$ cat config.mk
export PLATFORM = sky130hd
export DESIGN_NAME = transmissor_morse_flat
export DESIGN_NICKNAME = d
export VERILOG_FILES = /design/src/rtl/transmissor_morse_pkg.sv /design/src/rtl/transmissor_morse_if.sv /design/src/rtl/transmissor_morse_temporizador.sv /design/src/rtl/transmissor_morse.sv /design/src/flat_wrapper.sv
export SDC_FILE = /design/constraint.sdc
export NUM_CORES = 1
export LEC_CHECK = 0
export ABC_CLOCK_PERIOD_IN_PS = 5550
export CELL_PAD_IN_SITES_DETAIL_PLACEMENT = 1
export CELL_PAD_IN_SITES_GLOBAL_PLACEMENT = 2
export CORE_MARGIN = 2
export CORE_UTILIZATION = 35
export CTS_CLUSTER_SIZE = 28
export DETAILED_ROUTE_END_ITERATION = 8
export HOLD_SLACK_MARGIN = 0.15
export PLACE_DENSITY = 0.89
export REMOVE_ABC_BUFFERS = 1
export SETUP_SLACK_MARGIN = 0.02
export SLEW_MARGIN = 5
export SYNTH_ARGS = -nofsm -noshare
export SYNTH_HDL_FRONTEND = slang
export SYNTH_HIERARCHICAL = 1
export SYNTH_SLANG_ARGS = --single-unit
export TNS_END_PERCENT = 30
$ cat constraint.sdc
create_clock -name clock -period 5.55 [get_ports clock]
set_input_delay 1.665 -clock clock [delete_from_list [all_inputs] [get_ports clock]]
set_output_delay 1.665 -clock clock [all_outputs]
set_load 0.02 [all_outputs]
$ cat src/rtl/transmissor_morse_pkg.sv
// Shared Morse constants: code length, element encodings, unit multipliers, FSM states.
// Used by the transmitter and by the upstream binary-to-Morse encoder.
package transmissor_morse_pkg;

    localparam int CODE_LEN = 5;
    localparam int ELEM_W   = 3;

    localparam logic PONTO = 1'b0;
    localparam logic TRACO = 1'b1;

    localparam int MULT_PONTO = 1;
    localparam int MULT_TRACO = 3;

    typedef enum logic [1:0] {
        OCIOSO = 2'd0,
        MARCA  = 2'd1,
        PAUSA  = 2'd2,
        FIM    = 2'd3
    } estado_t;

    function automatic int mult_elemento(input logic b);
        return (b == TRACO) ? MULT_TRACO : MULT_PONTO;
    endfunction

endpackage

$ cat src/rtl/transmissor_morse_if.sv
// Digit request/keying bundle between the encoder side (master) and the transmitter (slave).
interface transmissor_morse_if;
    import transmissor_morse_pkg::*;

    logic [CODE_LEN-1:0] s1;
    logic                ready;
    logic                key;
    logic                busy;
    logic                done;
    logic [ELEM_W-1:0]   elemento;

    modport master (
        output s1, ready,
        input  key, busy, done, elemento
    );

    modport slave (
        input  s1, ready,
        output key, busy, done, elemento
    );

endinterface

$ cat src/rtl/transmissor_morse_temporizador.sv
// Loadable down-counter; expira is high during the last cycle of a loaded interval.
// A load of N gives exactly N cycles before the interval ends; counter rests at 0.
module temporizador_morse #(
    parameter int W = 4
) (
    input  logic         clock,
    input  logic         reset,
    input  logic         load,
    input  logic [W-1:0] valor,
    output logic         expira
);

    logic [W-1:0] r_cont;

    always_ff @(posedge clock) begin
        if (!reset) begin
            r_cont <= '0;
        end else if (load) begin
            r_cont <= valor;
        end else if (r_cont != '0) begin
            r_cont <= r_cont - W'(1);
        end
    end

    assign expira = (r_cont == W'(1));

endmodule

$ cat src/rtl/transmissor_morse.sv
// Serializes a 5-element Morse code (msb first) into timed keying: dot U, dash 3U, gaps U / 3U.
// All outputs registered; requests are taken only while idle, including the cycle that pulses done.
module transmissor_morse
    import transmissor_morse_pkg::*;
#(
    parameter int UNIT_TICKS = 4
) (
    input  logic                clock,
    input  logic                reset,
    transmissor_morse_if.slave  bus
);

    localparam int TW = $clog2(3 * UNIT_TICKS + 1);
    localparam logic [TW-1:0] T_UNIT = TW'(UNIT_TICKS);
    localparam logic [TW-1:0] T_FIM  = TW'(3 * UNIT_TICKS);

    estado_t             r_estado, w_estado;
    logic [CODE_LEN-1:0] r_shift, w_shift;
    logic [ELEM_W-1:0]   r_elem, w_elem;
    logic                r_key, w_key;
    logic                r_busy, w_busy;
    logic                r_done, w_done;
    logic                w_load;
    logic [TW-1:0]       w_valor;
    logic                w_expira;

    function automatic logic [TW-1:0] duracao(input logic b);
        return TW'(mult_elemento(b) * UNIT_TICKS);
    endfunction

    temporizador_morse #(.W(TW)) u_temporizador (
        .clock  (clock),
        .reset  (reset),
        .load   (w_load),
        .valor  (w_valor),
        .expira (w_expira)
    );

    // r_shift[msb] always holds the element being sent or the next one to send;
    // it advances when a mark ends so the gap already knows the next length.
    always_comb begin
        w_estado = r_estado;
        w_shift  = r_shift;
        w_elem   = r_elem;
        w_key    = r_key;
        w_busy   = r_busy;
        w_done   = 1'b0;
        w_load   = 1'b0;
        w_valor  = '0;
        case (r_estado)
            OCIOSO: begin
                if (bus.ready) begin
                    w_estado = MARCA;
                    w_shift  = bus.s1;
                    w_elem   = '0;
                    w_key    = 1'b1;
                    w_busy   = 1'b1;
                    w_load   = 1'b1;
                    w_valor  = duracao(bus.s1[CODE_LEN-1]);
                end
            end
            MARCA: begin
                if (w_expira) begin
                    w_key   = 1'b0;
                    w_load  = 1'b1;
                    w_shift = {r_shift[CODE_LEN-2:0], 1'b0};
                    if (r_elem < ELEM_W'(CODE_LEN - 1)) begin
                        w_estado = PAUSA;
                        w_valor  = T_UNIT;
                    end else begin
                        w_estado = FIM;
                        w_valor  = T_FIM;
                    end
                end
            end
            PAUSA: begin
                if (w_expira) begin
                    w_estado = MARCA;
                    w_elem   = r_elem + ELEM_W'(1);
                    w_key    = 1'b1;
                    w_load   = 1'b1;
                    w_valor  = duracao(r_shift[CODE_LEN-1]);
                end
            end
            FIM: begin
                if (w_expira) begin
                    w_estado = OCIOSO;
                    w_busy   = 1'b0;
                    w_done   = 1'b1;
                    w_elem   = '0;
                end
            end
            default: w_estado = OCIOSO;
        endcase
    end

    always_ff @(posedge clock) begin
        if (!reset) begin
            r_estado <= OCIOSO;
            r_shift  <= '0;
            r_elem   <= '0;
            r_key    <= 1'b0;
            r_busy   <= 1'b0;
            r_done   <= 1'b0;
        end else begin
            r_estado <= w_estado;
            r_shift  <= w_shift;
            r_elem   <= w_elem;
            r_key    <= w_key;
            r_busy   <= w_busy;
            r_done   <= w_done;
        end
    end

    assign bus.key      = r_key;
    assign bus.busy     = r_busy;
    assign bus.done     = r_done;
    assign bus.elemento = r_elem;

endmodule

$ cat src/flat_wrapper.sv
// flat-port wrapper written by rule: the top's interface ports become plain ports
module transmissor_morse_flat import transmissor_morse_pkg::*;
#(
    parameter int UNIT_TICKS = 4
)
  (clock, reset, bus_s1, bus_ready, bus_key, bus_busy, bus_done, bus_elemento);
  transmissor_morse_if bus_i ();
  input  logic clock;
  input  logic reset;
  input wire logic [$bits(bus_i.s1)-1:0] bus_s1;
  input wire logic [$bits(bus_i.ready)-1:0] bus_ready;
  output wire logic [$bits(bus_i.key)-1:0] bus_key;
  output wire logic [$bits(bus_i.busy)-1:0] bus_busy;
  output wire logic [$bits(bus_i.done)-1:0] bus_done;
  output wire logic [$bits(bus_i.elemento)-1:0] bus_elemento;
  assign bus_i.s1 = bus_s1;
  assign bus_i.ready = bus_ready;
  assign bus_key = bus_i.key;
  assign bus_busy = bus_i.busy;
  assign bus_done = bus_i.done;
  assign bus_elemento = bus_i.elemento;
  transmissor_morse #(.UNIT_TICKS(UNIT_TICKS)) u_core (.clock(clock), .reset(reset), .bus(bus_i));
endmodule
==> summary.md <==
| Metric | Value |
|---|---|
| Crit-path cells | clkdlybuf4s50_1, nor2b_1, o21ai_0, a21oi_1 |
| Max Freq | 325 MHz |
| Full die area | 3420 µm² |
| Crit Path Max Fanout | 17 |
| Worst setup EP type | flop |
| Number of cells on the critical path | 4 |
| Max-Cap Viols | 0 |
| DR vias | 891 |
| Routed WL | 2.31 mm |
| # diodes | 0 |
| Number of synthesized register bits | 17 |
| Most frequent cells in the layout | dfxtp_1, clkdlybuf4s50_1, a21oi_1, o21ai_0, ha_1 |
| Number of global-route vias before repair | 907 |
| Total core area | 2780 µm² |
| Largest net degree at the start of global routing | 18 |
| Slew of the pin with the lowest slew margin | 0.962 ns |
| Post-CTS resize count | 0 |
| YS warnings | 6 |
| Clock Path Buffers | 2 |
| Clk_lat worst skew | 0.29 ns |
| Hold depth | 2 |
| Initial drt markers | 9 |
| Hold Buf Count CTS | 0 |
| Multi-input combinational cell area | 648 µm² |
| Die H | 58.5 µm |
| Post-synthesis sequential area ratio | 0.328 |
| Layout net count | 149 |
| CP top delay family | simple AND/OR/NAND/NOR gates |
| GP Congestion | 0.733 |
| DRC errors left | 0 |
| CTS Root Cell | clkbuf_4 |
| Global-route wire length before repair | 4.02 mm |
| Crit path kind | input port to flop |
| Post-synthesis async set-or-reset flop share | 0 |
| CTS clk-pin slew, worst paths | 0.10 ns |
| WP buf/inv | 1 |
| GRT met1 Usage | 0.191 |
| Row cnt | 19 |
| Final setup fails | 0 |
| Initial antenna violation count | 0 |
| Worst slew margin | 0.358 |
| VDD IR-drop max | 261 µV |
| Congestion Overflow GR | 0 |
| Post-route minimum period | 3.07 ns |
| RSZ-0062 raised after global routing | no |
| Die W | 58.5 µm |
| Setup TNS after final layout | 0 ns |
| Most common cell after layout, fill and taps aside | dfxtp_1 |
| CTS buffer count | 3 |
| Crit-path slowest cell | nor2b_1 |
| Final slew viol count | 0 |
| Mean Syn Cell Area | 8.80 µm² |
| Htree depth | 1 |
| Gate Count Post-Synth | 118 |
| Setup crit start kind | input port |
| Data arrival time of the worst path | 3.30 ns |
| Status | finished, final reports clean |
| Filler instances | 355 |
| Pre-CTS setup slack | 2.18 ns |
| Number of hold violations in the final report | 0 |
| Leakage | 0.455 nW |
| Final WS setup | 2.48 ns |
| Cell Pwr Density | 447 nW/µm² |
| Final std cells w/o fill | 162 |
| Postcts setup bufs | 0 |
| FF-to-FF path depth | 6 |
| Met2 Usage GRT | 0.258 |
| Routed WL per cell | 14.3 µm |
| Overall global routing resource usage | 0.153 |
| Number of synthesized flops with an enable pin | 0 |
| GRT Max-Usage Layer | met2 |
| Layout cell share with drive strength beyond 1 | 0.0458 |
| Main synth FF type | dfxtp_1 |
| Post-DRT Antenna Nets | 0 |
| Post-synth cell types | 35 |
| Period utilization | 0.554 |
| Worst Path Required | 5.77 ns |
| Placed insts | 158 |
| Initial Utilization | 0.373 |
| Hold WC Path Type | flop to flop |
| Area Overhead vs Synth | 16.1% |
| I/O pin count | 14 |
| Clock sinks | 17 |
| IO buf count | 13 |
| Reg area | 340 µm² |
| Met3 usage | 0.0484 |
| CP max stage delay | 0.76 ns |
| DP Wirelength | 1.66 mm |
| Post-synthesis instance area | 1040 µm² |
| CTS tree | built |
| First-pass DRT Iterations | 4 |
| Vias/cell | 5.50 |
| Worst Skew | 0.00462 ns |
==> cells by family after synthesis <==
family | count (synthesis) | share of synthesized area
AOI/OAI and AO/OA | 36 | 0.228
xor gates and xnor gates | 2 | 0.0169
adders and majority gates | 9 | 0.108
buffers and inverters | 11 | 0.0518
DFF | 17 | 0.328
muxes | 8 | 0.0783
other | 1 | 0.00361
and+or+nand+nor | 34 | 0.186
==> worst min-delay path, delay by kind of cell (launching register included) <==
| family | cells | cell delay, ns |
|---|---|---|
| flops | 1 | 0.32 |
| compound gates | 2 | 0.13 |
==> synth_stat cells, types with 2 or more instances <==
master / number / area share
or4_1: 4 / 0.029
nor2_1: 3 / 0.011
o31ai_1: 5 / 0.036
o21ai_0: 10 / 0.048
nand3_1: 2 / 0.0096
or3_1: 4 / 0.024
buf_2: 4 / 0.019
mux2i_1: 7 / 0.067
nand2b_1: 3 / 0.018
ha_1: 9 / 0.11
dfxtp_1: 17 / 0.33
inv_1: 5 / 0.018
nand2_1: 8 / 0.029
xnor2_1: 2 / 0.017
a21oi_1: 12 / 0.058
and2_1: 2 / 0.012
nor3b_1: 2 / 0.014
nor2b_1: 2 / 0.012
==> report_power, final <==
part           total, mW  internal (mW)  switching, mW
Sequential         0.185          0.157         0.0282
Combinational      0.288          0.128          0.160
Clock             0.0665         0.0279         0.0386
Total              0.539          0.312          0.227
==> registers in the layout, summed over array words and instances, names as in the netlist <==
| signal | count |
|---|---|
| u_core/r_shift | 5 |
| u_core/u_temporizador/r_cont | 4 |
| u_core/bus.elemento | 3 |
| u_core/r_estado | 2 |
| u_core/bus.busy | 1 |
| u_core/bus.done | 1 |
| u_core/bus.key | 1 |
==> through the flow <==
step | power (mW) | utilization | instance area [µm²] | hold WS (ns)
after global placement | 0.461 | 0.424 | 1180 | 0.458
after CTS | 0.548 | 0.434 | 1210 | 0.489
after global routing | 0.593 | 0.434 | 1210 | 0.515
after floorplan | 0.400 | - | 1010 | 0.449
final | 0.539 | 0.434 | 1210 | 0.486
after detailed placement | 0.475 | 0.424 | 1180 | 0.470
==> cell type report <==
cell class                      instances  area share
Inverter                                6      0.0187
Multi-Input combinational cell         91       0.537
Timing Repair Buffer                   13       0.108
Clock buffer                            4      0.0218
Tap cell                               31      0.0322
Sequential cell                        17       0.282
==> routing by layer <==
layer,up-vias,share of wire
met5,-,0
met4,0,0.0056
met3,2,0.034
met2,12,0.48
met1,428,0.48
li1,449,-
==> final timing paths <==
path / start / endpoint / slack [ns]
max: bus_ready / u_core/r_shift[0]$_SDFFE_PN0P_ / 2.48
min: u_core/r_shift[1]$_SDFFE_PN0P_ / u_core/r_shift[1]$_SDFFE_PN0P_ / 0.49
max reg2reg: u_core/u_temporizador/r_cont[1]$_SDFFE_PN0P_ / u_core/r_shift[2]$_SDFFE_PN0P_ / 3.10
min reg2reg: u_core/r_shift[1]$_SDFFE_PN0P_ / u_core/r_shift[1]$_SDFFE_PN0P_ / 0.49
Note: power is estimated with default switching activity, not from simulation.
==> edit 1: new RTL, config.mk and constraints unchanged <==
Reset style: asynchronous (`reset`), changed in 2 clocked blocks.
--- a/src/rtl/transmissor_morse_temporizador.sv
+++ b/src/rtl/transmissor_morse_temporizador.sv
@@ -12,7 +12,7 @@
 
     logic [W-1:0] r_cont;
 
-    always_ff @(posedge clock) begin
+    always_ff @(posedge clock or negedge reset) begin
         if (!reset) begin
             r_cont <= '0;
         end else if (load) begin
--- a/src/rtl/transmissor_morse.sv
+++ b/src/rtl/transmissor_morse.sv
@@ -94,7 +94,7 @@
         endcase
     end
 
-    always_ff @(posedge clock) begin
+    always_ff @(posedge clock or negedge reset) begin
         if (!reset) begin
             r_estado <= OCIOSO;
             r_shift  <= '0;
Check against the original RTL: differs if reset is asserted again (counterexample within 4 cycles, from zero or initial values and one cycle with reset low); with reset held inactive, the same outputs for 10 cycles.
==> edit 1 against the unedited design <==
Synthesized cell count decreased by 17%. Cell count fell by 2.5%. Cell area up 9.1%. Sequential cell count unchanged. Sequential share of layout area rose by 4.1 points. Area after synthesis increased by 8.1%. First-iteration DRC count did not move. Core utilization is 0.25 points lower. Critical endpoint is now bus_elemento[2]. Sequential power grew 18%. Total power up 37%. Worst setup slack got worse by 2.5 ps. Combinational power increased by 56%. Wire length is 0.30% lower.
==> edit 1: results (changes against the unedited design) <==
metric,value,unit,change
post-CTS sizing,0,,unchanged
Seq. pwr,0.000218,W,+18%
CTS root buf,clkbuf_4,,
Placed Cells,154,,-2.5%
Clock Skew,1.15,ps,-3.47 ps
global routing usage on met2,24.4,%,-1.4 points
"Async S/R FF share, synth",100,%,+100 points
layout cells sized above 1,21.1,%,+16 points
Sw Ratio,41.1,%,-0.94 points
largest net degree at the start of global routing,18,,unchanged
worst min-delay path class,reg2reg,,
VDD IR max,0.000200,V,-23%
Worst-path clk slew,100,ps,about the same
Post-synth top flop,dfrtp_1,,
crit path max fanout,6,,-11
vias per cell,4.87,,-11%
Worst-Margin Slew,795,ps,-167 ps
input/output buffers,13,,unchanged
HPWL Detailed,1810,um,+8.8%
crit-path max cell delay,640,ps,-120 ps
Non-Filler Instances,158,,-2.5%
GR Util met3,2.56,%,-2.3 points
top post-synthesis cells by count,"17 x dfrtp_1, 10 x ha_1",,
Biggest register,u_core/r_shift,,
# Post-CTS Setup Buffers,0,,unchanged
filler instances,357,,+0.56%
vias in the first global route,776,,-14%
CTS Buf Count,3,,unchanged
critical path data arrival time,1410,ps,-1890 ps
Skew-Pair Late Insertion Delay,300,ps,
library cells used by synthesis,34,,-2.9%
Pre-antenna DRT Iters,3,,-1
RD Place Congestion,0.719,,-1.9%
sequential element share of the synthesized area,37.9,%,+5.1 points
Longest Clk Path Bufs,2,,unchanged
Leakage,0.575,nW,+26%
gr usage total,14.7,%,-0.59 points
clock network fraction of design power,9.4,%,-2.9 points
Synth area leaders,"dfrtp_1 38%, ha_1 11%, mux2_4 8.0%, mux2_2 5.0%, mux2i_1 2.7%",,
ANT cells,0,,unchanged
initial antenna violation count,0,,unchanged
Syn. warnings,6,,unchanged
max reg flops,5,,unchanged
drt initial violations,9,,unchanged
status,completed,,
GR Util met1,18.7,%,-0.45 points
syn avg cell area,11.5,sq um,+30%
first-pass GRT wire length,3880,um,-3.4%
slowest CP cell,clkdlybuf4s50_1,,
DR WL/cell,14.6,um,+2.2%
H-tree levels,1,,unchanged
largest delay contributor family on the critical path,buffers and inverters,,
Post-layout nets,133,,-11%
-- edit 1: cell count changes after synthesis, sizes merged, moves of 4 or more --
| cell | change |
|---|---|
| a21oi | -8 |
| mux2 | +10 |
| dfxtp | -17 |
| dfrtp | +17 |
| or4 | -4 |
| or3 | -4 |
-- edit 1: area by class of cell --
class,instances,area share [%]
Clock buffer,3,1.71
Clock inverter,1,0.380
Inverter,6,1.71
Multi-Input combinational cell,73,49.2
Sequential cell,17,32.3
Tap cell,44,4.18
Timing Repair Buffer,14,10.5
-- edit 1: stage by stage --
stage               setup slack, ps  power [W]  area, sq um  hold slack [ps]  utilization [%]
floorplan                      2930   0.000565         1100              462                -
global placement               2250   0.000653         1290              488             42.2
detailed placement             2180   0.000676         1290              504             42.2
CTS                            2430   0.000748         1320              531             43.1
global route                   2390   0.000801         1320              540             43.1
finish                         2470   0.000737         1320              520             43.1
-- edit 1: kinds of logic after synthesis --
group | synth area share (%)
buf+inv | 4.68
compound gates | 12.6
xor+xnor | 1.56
simple gates | 14.8
fa+ha+maj | 11.1
mux | 16.9
other cells | 0.334
flops | 37.9
-- edit 1: layer usage --
metal | share of wire (%) | wire length (um)
met1 | 46 | 1060
met2 | 50 | 1140
met4 | 1.9 | 43
met5 | 0 | 0
met3 | 2.6 | 59
-- edit 1: final timing paths --
kind	start	end	slack, ps	depth (start not counted)
hold reg to reg	u_core/bus.key	u_core/bus.key	520	2
min in group asynchronous	reset	u_core/r_shift[1]	1820	1
hold / removal	u_core/bus.key	u_core/bus.key	520	2
setup / recovery	u_core/bus.elemento[2]	bus_elemento[2]	2470	1
max in group asynchronous	reset	u_core/bus.done	3240	1
setup reg to reg	u_core/u_temporizador/r_cont[1]	u_core/u_temporizador/r_cont[3]	3420	8
==> edit 2: new RTL, config.mk and constraints unchanged <==
Made on the original files. `UNIT_TICKS` is set to 4 in 2 places; all go to 8.
--- a/src/rtl/transmissor_morse.sv
+++ b/src/rtl/transmissor_morse.sv
@@ -3,7 +3,7 @@
 module transmissor_morse
     import transmissor_morse_pkg::*;
 #(
-    parameter int UNIT_TICKS = 4
+    parameter int UNIT_TICKS = 8
 ) (
     input  logic                clock,
     input  logic                reset,
--- a/src/flat_wrapper.sv
+++ b/src/flat_wrapper.sv
@@ -1,7 +1,7 @@
 // flat-port wrapper written by rule: the top's interface ports become plain ports
 module transmissor_morse_flat import transmissor_morse_pkg::*;
 #(
-    parameter int UNIT_TICKS = 4
+    parameter int UNIT_TICKS = 8
 )
   (clock, reset, bus_s1, bus_ready, bus_key, bus_busy, bus_done, bus_elemento);
   transmissor_morse_if bus_i ();
Function: changed (a bounded check fails within 10 cycles, from zero or initial values and one cycle with reset low).
==> edit 2 against the unedited design <==
Count of clock-buffer cells in the layout did not move. Via count rose by 6.7%. Worst setup slack got worse by 76 ps. Largest cell class unchanged. Sequential cell count rose by 1. Wire length rose by 9.3%. Synthesized cell count rose by 5.9%. Critical endpoint is now u_core/r_shift[1]. Area after synthesis rose by 4.6%. Cell area rose by 5.0%. Total power rose by 4.5%.
==> edit 2: results (changes against the unedited design) <==
metric,value,unit,change
top post-synthesis cells by count,"18 x dfxtp_1, 14 x a21oi_1, 8 x ha_1, 8 x nand2_1, 8 x o21ai_0",,
min-delay src,u_core/r_shift[2],,
Clock group,0.0000831,W,+25%
Clock Skew,2.17,ps,-2.45 ps
flop2flop setup slack,3490,ps,+390 ps
input/output buffers,13,,unchanged
vias in the first global route,927,,+2.2%
Placed Cells,167,,+5.7%
VDD IR max,0.000164,V,-37%
#MultiIn Comb,95,,+4.4%
vias per cell,5.56,,+1.1%
R2R Path Start,u_core/u_temporizador/r_cont[0],,
Clock-cell share,2.87,%,+0.69 points
initial antenna violation count,0,,unchanged
library cells used by synthesis,34,,-2.9%
drt initial violations,18,,+9
Inverters excl. clock,8,,+2
RD Place Congestion,0.723,,-1.4%
Vias,951,,+6.7%
Synth area leaders,"dfxtp_1 33%, ha_1 9.2%, a21oi_1 6.5%, mux2i_1 6.5%, o21ai_0 3.7%",,
Post-Synth Adder-Cell Area,9.22,%,-1.6 points
xor/xnor share of the synthesized area,1.61,%,-0.074 points
Post-Synthesis Cells,125,,+5.9%
Sw Ratio,41.5,%,-0.50 points
Post-DP Area,0.00123,sq mm,+4.2%
combinational fraction of design power,51.0,%,-2.4 points
filler instances,357,,+0.56%
Tapcells,33,,+6.5%
gr usage total,16.1,%,+0.82 points
first-pass GRT wire length,4300,um,+7.0%
critical path data arrival time,3390,ps,+90 ps
Post-layout nets,155,,+4.0%
Leakage,0.483,nW,+6.1%
area of the multi-input gates,668,sq um,+3.1%
HPWL Detailed,1880,um,+14%
dpl ws,2070,ps,-112 ps
crit path max fanout,17,,unchanged
Worst-Margin Slew,1010,ps,+48.7 ps
post-synthesis mux area share,6.45,%,-1.4 points
sequential cells,18,,+1
Hold Path End,u_core/r_shift[2],,
r2r endpoint,u_core/u_temporizador/r_cont[0],,
Longest Clk Path Bufs,2,,unchanged
WHS,481,ps,-4.93 ps
layout cells sized above 1,4.35,%,-0.23 points
sequential element share of the synthesized area,33.2,%,+0.41 points
compound-cell area share of the yosys netlist,20.2,%,-2.6 points
NetSw,0.000234,W,+3.3%
Post-synth top flop,dfxtp_1,,
Signal buf overhead,10.3,%,-0.51 points
final WL,2530,um,+9.3%
Register Area,360,sq um,+5.9%
pwr/cell area,445,mW/mm^2,-0.43%
status,completed,,
-- edit 2: critical path, stage by stage --
cell	delay (ps)
clkdlybuf4s50_1	500
nor2b_1	820
o21ai_0	240
a21oi_1	160
-- edit 2: worst max-delay path by stage --
stage                   start                         endpoint  slack (ps)  depth (start not counted)
finish              bus_ready                u_core/r_shift[1]        2400                          4
global route        bus_ready                u_core/r_shift[1]        2210                          4
CTS                 bus_ready                u_core/r_shift[1]        2360                          4
detailed placement  bus_ready                u_core/r_shift[4]        2070                          4
global placement    bus_ready                u_core/r_shift[0]        2190                          4
floorplan           bus_ready  u_core/u_temporizador/r_cont[1]        3000                          4
-- edit 2: layer usage --
| layer | track usage (%) | wire length, um |
|---|---|---|
| met1 | 21.1 | 1250 |
| met2 | 25.9 | 1160 |
| met3 | 2.16 | 83 |
| met4 | 7.62 | 32 |
| met5 | 0 | 0 |
